`src/rtl/pulse_stretch_pkg.sv`:
```
// Shared types and defaults for the pulse stretcher.
package pulse_stretch_pkg;

   localparam int unsigned CNT_W_DEFAULT = 16;

   typedef enum logic [1:0] {
      IDLE,
      HIGH,
      HOLD
   } state_e;

endpackage

```
`src/rtl/down_counter.sv`:
```
// Loadable down-counter with zero flag; decrement saturates at zero.
module down_counter #(
   parameter int unsigned W = 16
) (
   input  logic         clk,
   input  logic         reset,
   input  logic         load,
   input  logic [W-1:0] load_val,
   input  logic         dec,
   output logic         zero
);

   logic [W-1:0] count_q;

   always_ff @(posedge clk or posedge reset) begin
      if (reset) begin
         count_q <= '0;
      end else if (load) begin
         count_q <= load_val;
      end else if (dec && !zero) begin
         count_q <= count_q - W'(1);
      end
   end

   assign zero = (count_q == '0);

endmodule

```
`src/rtl/pulse_stretch.sv`:
```
// Stretches a single-cycle tick into a pulse of programmable width, with optional
// retrigger and a mandatory low holdoff after each pulse.
module pulse_stretch
   import pulse_stretch_pkg::*;
#(
   parameter int unsigned CNT_W     = CNT_W_DEFAULT,
   parameter int unsigned RETRIGGER = 0,
   parameter int unsigned HOLDOFF   = 0
) (
   input  logic             clk,
   input  logic             reset,
   input  logic             tick,
   input  logic [CNT_W-1:0] width,
   output logic             level,
   output logic             busy,
   output logic             done,
   output logic             missed
);

   if (64'(HOLDOFF) > (64'd1 << CNT_W)) begin : g_holdoff_check
      $error("pulse_stretch: HOLDOFF must not exceed 2**CNT_W");
   end

   localparam logic [CNT_W-1:0] HOLD_LOAD = (HOLDOFF > 0) ? CNT_W'(HOLDOFF - 1) : '0;

   state_e           state_q, state_d;
   logic             cnt_load, cnt_dec, cnt_zero;
   logic [CNT_W-1:0] cnt_load_val;
   logic             width_nz;
   logic             level_q, level_d;
   logic             done_q, done_d;
   logic             missed_q, missed_d;

   assign width_nz = (width != '0);

   down_counter #(
      .W (CNT_W)
   ) u_cnt (
      .clk      (clk),
      .reset    (reset),
      .load     (cnt_load),
      .load_val (cnt_load_val),
      .dec      (cnt_dec),
      .zero     (cnt_zero)
   );

   always_ff @(posedge clk or posedge reset) begin
      if (reset) begin
         state_q  <= IDLE;
         level_q  <= 1'b0;
         done_q   <= 1'b0;
         missed_q <= 1'b0;
      end else begin
         state_q  <= state_d;
         level_q  <= level_d;
         done_q   <= done_d;
         missed_q <= missed_d;
      end
   end

   always_comb begin
      state_d      = state_q;
      cnt_load     = 1'b0;
      cnt_load_val = '0;
      cnt_dec      = 1'b0;
      unique case (state_q)
         IDLE: begin
            if (tick && width_nz) begin
               state_d      = HIGH;
               cnt_load     = 1'b1;
               cnt_load_val = width - CNT_W'(1);
            end
         end
         HIGH: begin
            // A retrigger wins over the end of the pulse so there is no gap.
            if ((RETRIGGER != 0) && tick && width_nz) begin
               cnt_load     = 1'b1;
               cnt_load_val = width - CNT_W'(1);
            end else if (cnt_zero) begin
               if (HOLDOFF > 0) begin
                  state_d      = HOLD;
                  cnt_load     = 1'b1;
                  cnt_load_val = HOLD_LOAD;
               end else begin
                  state_d = IDLE;
               end
            end else begin
               cnt_dec = 1'b1;
            end
         end
         HOLD: begin
            if (cnt_zero) begin
               state_d = IDLE;
            end else begin
               cnt_dec = 1'b1;
            end
         end
         default: state_d = IDLE;
      endcase
   end

   always_comb begin
      level_d  = (state_d == HIGH);
      done_d   = (state_q == HIGH) && (state_d != HIGH);
      missed_d = tick && ((state_q == HOLD) || ((state_q == HIGH) && (RETRIGGER == 0)));
      busy     = (state_q != IDLE);
   end

   assign level  = level_q;
   assign done   = done_q;
   assign missed = missed_q;

endmodule

```
`config.mk`:
```
export PLATFORM = sky130hd
export DESIGN_NAME = pulse_stretch
export DESIGN_NICKNAME = d
export VERILOG_FILES = /design/src/rtl/pulse_stretch_pkg.sv /design/src/rtl/down_counter.sv /design/src/rtl/pulse_stretch.sv
export SDC_FILE = /design/constraint.sdc
export NUM_CORES = 1
export LEC_CHECK = 0
export ABC_AREA = 1
export CORE_ASPECT_RATIO = 2
export CORE_MARGIN = 2
export CORE_UTILIZATION = 45
export CTS_CLUSTER_DIAMETER = 200
export CTS_CLUSTER_SIZE = 20
export DETAILED_ROUTE_END_ITERATION = 12
export PLACE_DENSITY = 0.73
export SYNTH_ARGS = -nofsm -noshare
export SYNTH_HDL_FRONTEND = slang
export SYNTH_HIERARCHICAL = 1
export SYNTH_SLANG_ARGS = --single-unit
```
`constraint.sdc`:
```
create_clock -name clk -period 2.1 [get_ports clk]
set_input_delay 0.21 -clock clk [delete_from_list [all_inputs] [get_ports clk]]
set_output_delay 0.21 -clock clk [all_outputs]
set_load 0.02 [all_outputs]
```
==> results.cfg <==
[clock_network]
clkSlewWorstSetupHoldPaths_ns = 0.09
cts_root_buffer = clkbuf_8
clock_latency_ns = 0.27
clockBufferDepth = 2
cts.sink_count = 21
tritoncts = yes
cts_buffers = 3
htreeDepth = 1

[finish]
post-route-util = 0.6321
fin_cells = 392
final_common_cell = nand2_1
final_nets = 367
antenna_cells = 0
fin_area_um2 = 2455
drive_gt1_frac = 0.2053
syn_to_final_growth_pct = 34.75
layout_common_cells = nand2_1 (88), nor2_1 (50), buf_4 (33)

[synth]
synth_top_cell_by_area = dfrtp_1
synth_top_area_frac = 0.2885
synth.distinct_cells = 31
netlist_area_um2 = 1822
ys_ff_latch = 21
ys_warn_count = 6
postSynthCellCount = 286
ys_seq_area_frac = 0.2885
synth_nets = 311
syn_area_per_cell_um2 = 6.370
synth_area_leaders = dfrtp_1 (29%), nand2_1 (19%), nor2_1 (12%)

[power]
irDropWorstVdd_mv = 0.6785
p_switching_mw = 1.333
power_frac_clock = 0.096
pwr-share-comb = 0.640
swShare = 0.4726
p_leak_nw = 1.268
p_int_mw = 1.488
p_seq_frac = 0.264
p_per_area_nw_per_um2 = 1149

[sta]
hold_viol = 0
finalMaxSlewViolations = 0
rsz0062_at_grt = true
slew_headroom = 0.5798
setup_violations = 0
fmax_mhz = 482.5
period_minus_slack_ns = 2.072
worst_pin_slew_ns = 0.6296
post-route-period-util = 0.9868
timing.hold.ws_ns = 0.1571
fin_skew_ns = 0.01314

[die]
die_h_um = 93.98
rows = 32
start_util = 0.4691
die-area_um2 = 4604
ios = 23
core_um2 = 3884
die_w_um = 48.99

[setup_path]
rrSetupSlack_ns = 0.03
r2r_start = u_cnt/count_q[1]$_DFFE_PP0P_
worstReg2RegEnd = done$_DFF_PP0_
required_ns = 2.28
end_kind = flip-flop
r2r.worst_path.cells = 14
worstSetupStartpointType = flip-flop
arrival_ns = 2.25
crit_start = u_cnt/count_q[1]$_DFFE_PP0P_
crit_type = flip-flop to flip-flop
cp_max_fo = 3

[placement]
place.gp.congestion = 0.9109
dp_cells = 383
port_buffers = 22
place_area_um2 = 2288
dp_hpwl_mm = 3.788

[global_route]
antenna_found_initial = 0
grt_pass1_vias = 1925
grt_max_degree = 21
grt_pass1_wl_mm = 7.824
grt_util_all_layers = 0.2201
grt_overflow_total = 0

[routing]
first_pass_iters = 4
drtIter0Drc = 36
antenna_violating_nets_post_route = 0
route.detailed.drc = 0
wl_mm = 4.636
vias = 1909
wl_per_cell_um = 11.83
routed_via_density = 4.870

[status]
outcome = complete, no violations

[flow_run]
maxCapViolCount = 0

[min_path]
hp-class = input pin to asynchronous set/reset pin
per-layer routing:
layer	up-vias	global-route usage	wire, um
met4	0	0.1405	223
met1	860	0.2067	1653
met2	44	0.4349	2663
met3	18	0.02229	96
met5	-	0	0
li1	987	-	-
state kept, by name, indices dropped and copies added (netlist names):
register and flops:
done 1, level 1, missed 1, state_q 2
u_cnt/count_q 16
cell families after synthesis:
logic type | after synthesis | synth area share
adders and majority gates | 6 | 0.04121
AOI/OAI and AO/OA | 12 | 0.03640
and+or+nand+nor | 191 | 0.4622
xor gates and xnor gates | 18 | 0.08654
buffers and inverters | 38 | 0.08516
DFF | 21 | 0.2885
cells in the mapped netlist (all sizes together):
cell type / instances
o21a: 1
dfrtp: 21
a31oi: 1
inv: 33
nand3b: 1
nor4: 1
and3: 1
a21oi: 4
xor2: 11
clkinv: 1
ha: 6
nand3: 26
nand2: 95
o21ai: 5
or2: 4
clkbuf: 1
nand4: 1
xnor2: 7
buf: 3
o21bai: 1
nor2: 62
through the flow:
step	TNS, ns	setup slack (ns)	total power, mW
global route	-0.1828	-0.07016	3.077
global placement	-0.04923	-0.04923	2.289
finish	0	0.02765	2.821
floorplan	0	0.1053	1.790
detailed placement	-0.1368	-0.09141	2.334
CTS	0	0.01632	2.621
power by group through the flow:
stage	combinational, mW	sequential (mW)	clock [mW]
after floorplan	1.05	0.737	0
after global placement	1.57	0.718	0
after detailed placement	1.61	0.726	0
after CTS	1.62	0.722	0.275
after global routing	2.02	0.763	0.291
final	1.81	0.744	0.272
area by class of cell:
class                      count  area, um^2
clock buffer                   3       41.29
sequential                    21       525.5
clock inverter                 1       5.005
tap                           51       63.81
multi-input combinational    227        1221
fill                         393        1429
inverter                      34       130.1
timing repair buffer          55       467.9
how the worst max path moves through the flow:
| stage | end | slack (ns) | depth (start not counted) |
|---|---|---|---|
| final | done$_DFF_PP0_ | 0.03 | 14 |
| after global routing | done$_DFF_PP0_ | -0.07 | 14 |
| after CTS | done$_DFF_PP0_ | 0.02 | 14 |
| after detailed placement | done$_DFF_PP0_ | -0.09 | 14 |
| after global placement | done$_DFF_PP0_ | -0.05 | 14 |
| after floorplan | done$_DFF_PP0_ | 0.11 | 14 |
critical path, stage by stage, from the launching register on:
cell,delay (ns)
dfrtp_1,0.39
inv_2,0.09
ha_4,0.15
nand2_4,0.06
nor2_4,0.13
nand3b_1,0.16
nor4_4,0.40
nor2_4,0.09
inv_2,0.08
nand2_2,0.05
and3_4,0.15
nand2_4,0.05
nand3_2,0.07
nand2_1,0.07
inv_1,0.03
timing repair:
action                                  in CTS  in global routing
buffers inserted                             0                  5
endpoints found under the setup margin       5                  8
hold buffers                                 0                  0
pin swaps                                    0                  7
cloned                                       0                  0
gates resized for setup                      2                 21
Note: power is estimated with default switching activity, not from simulation.
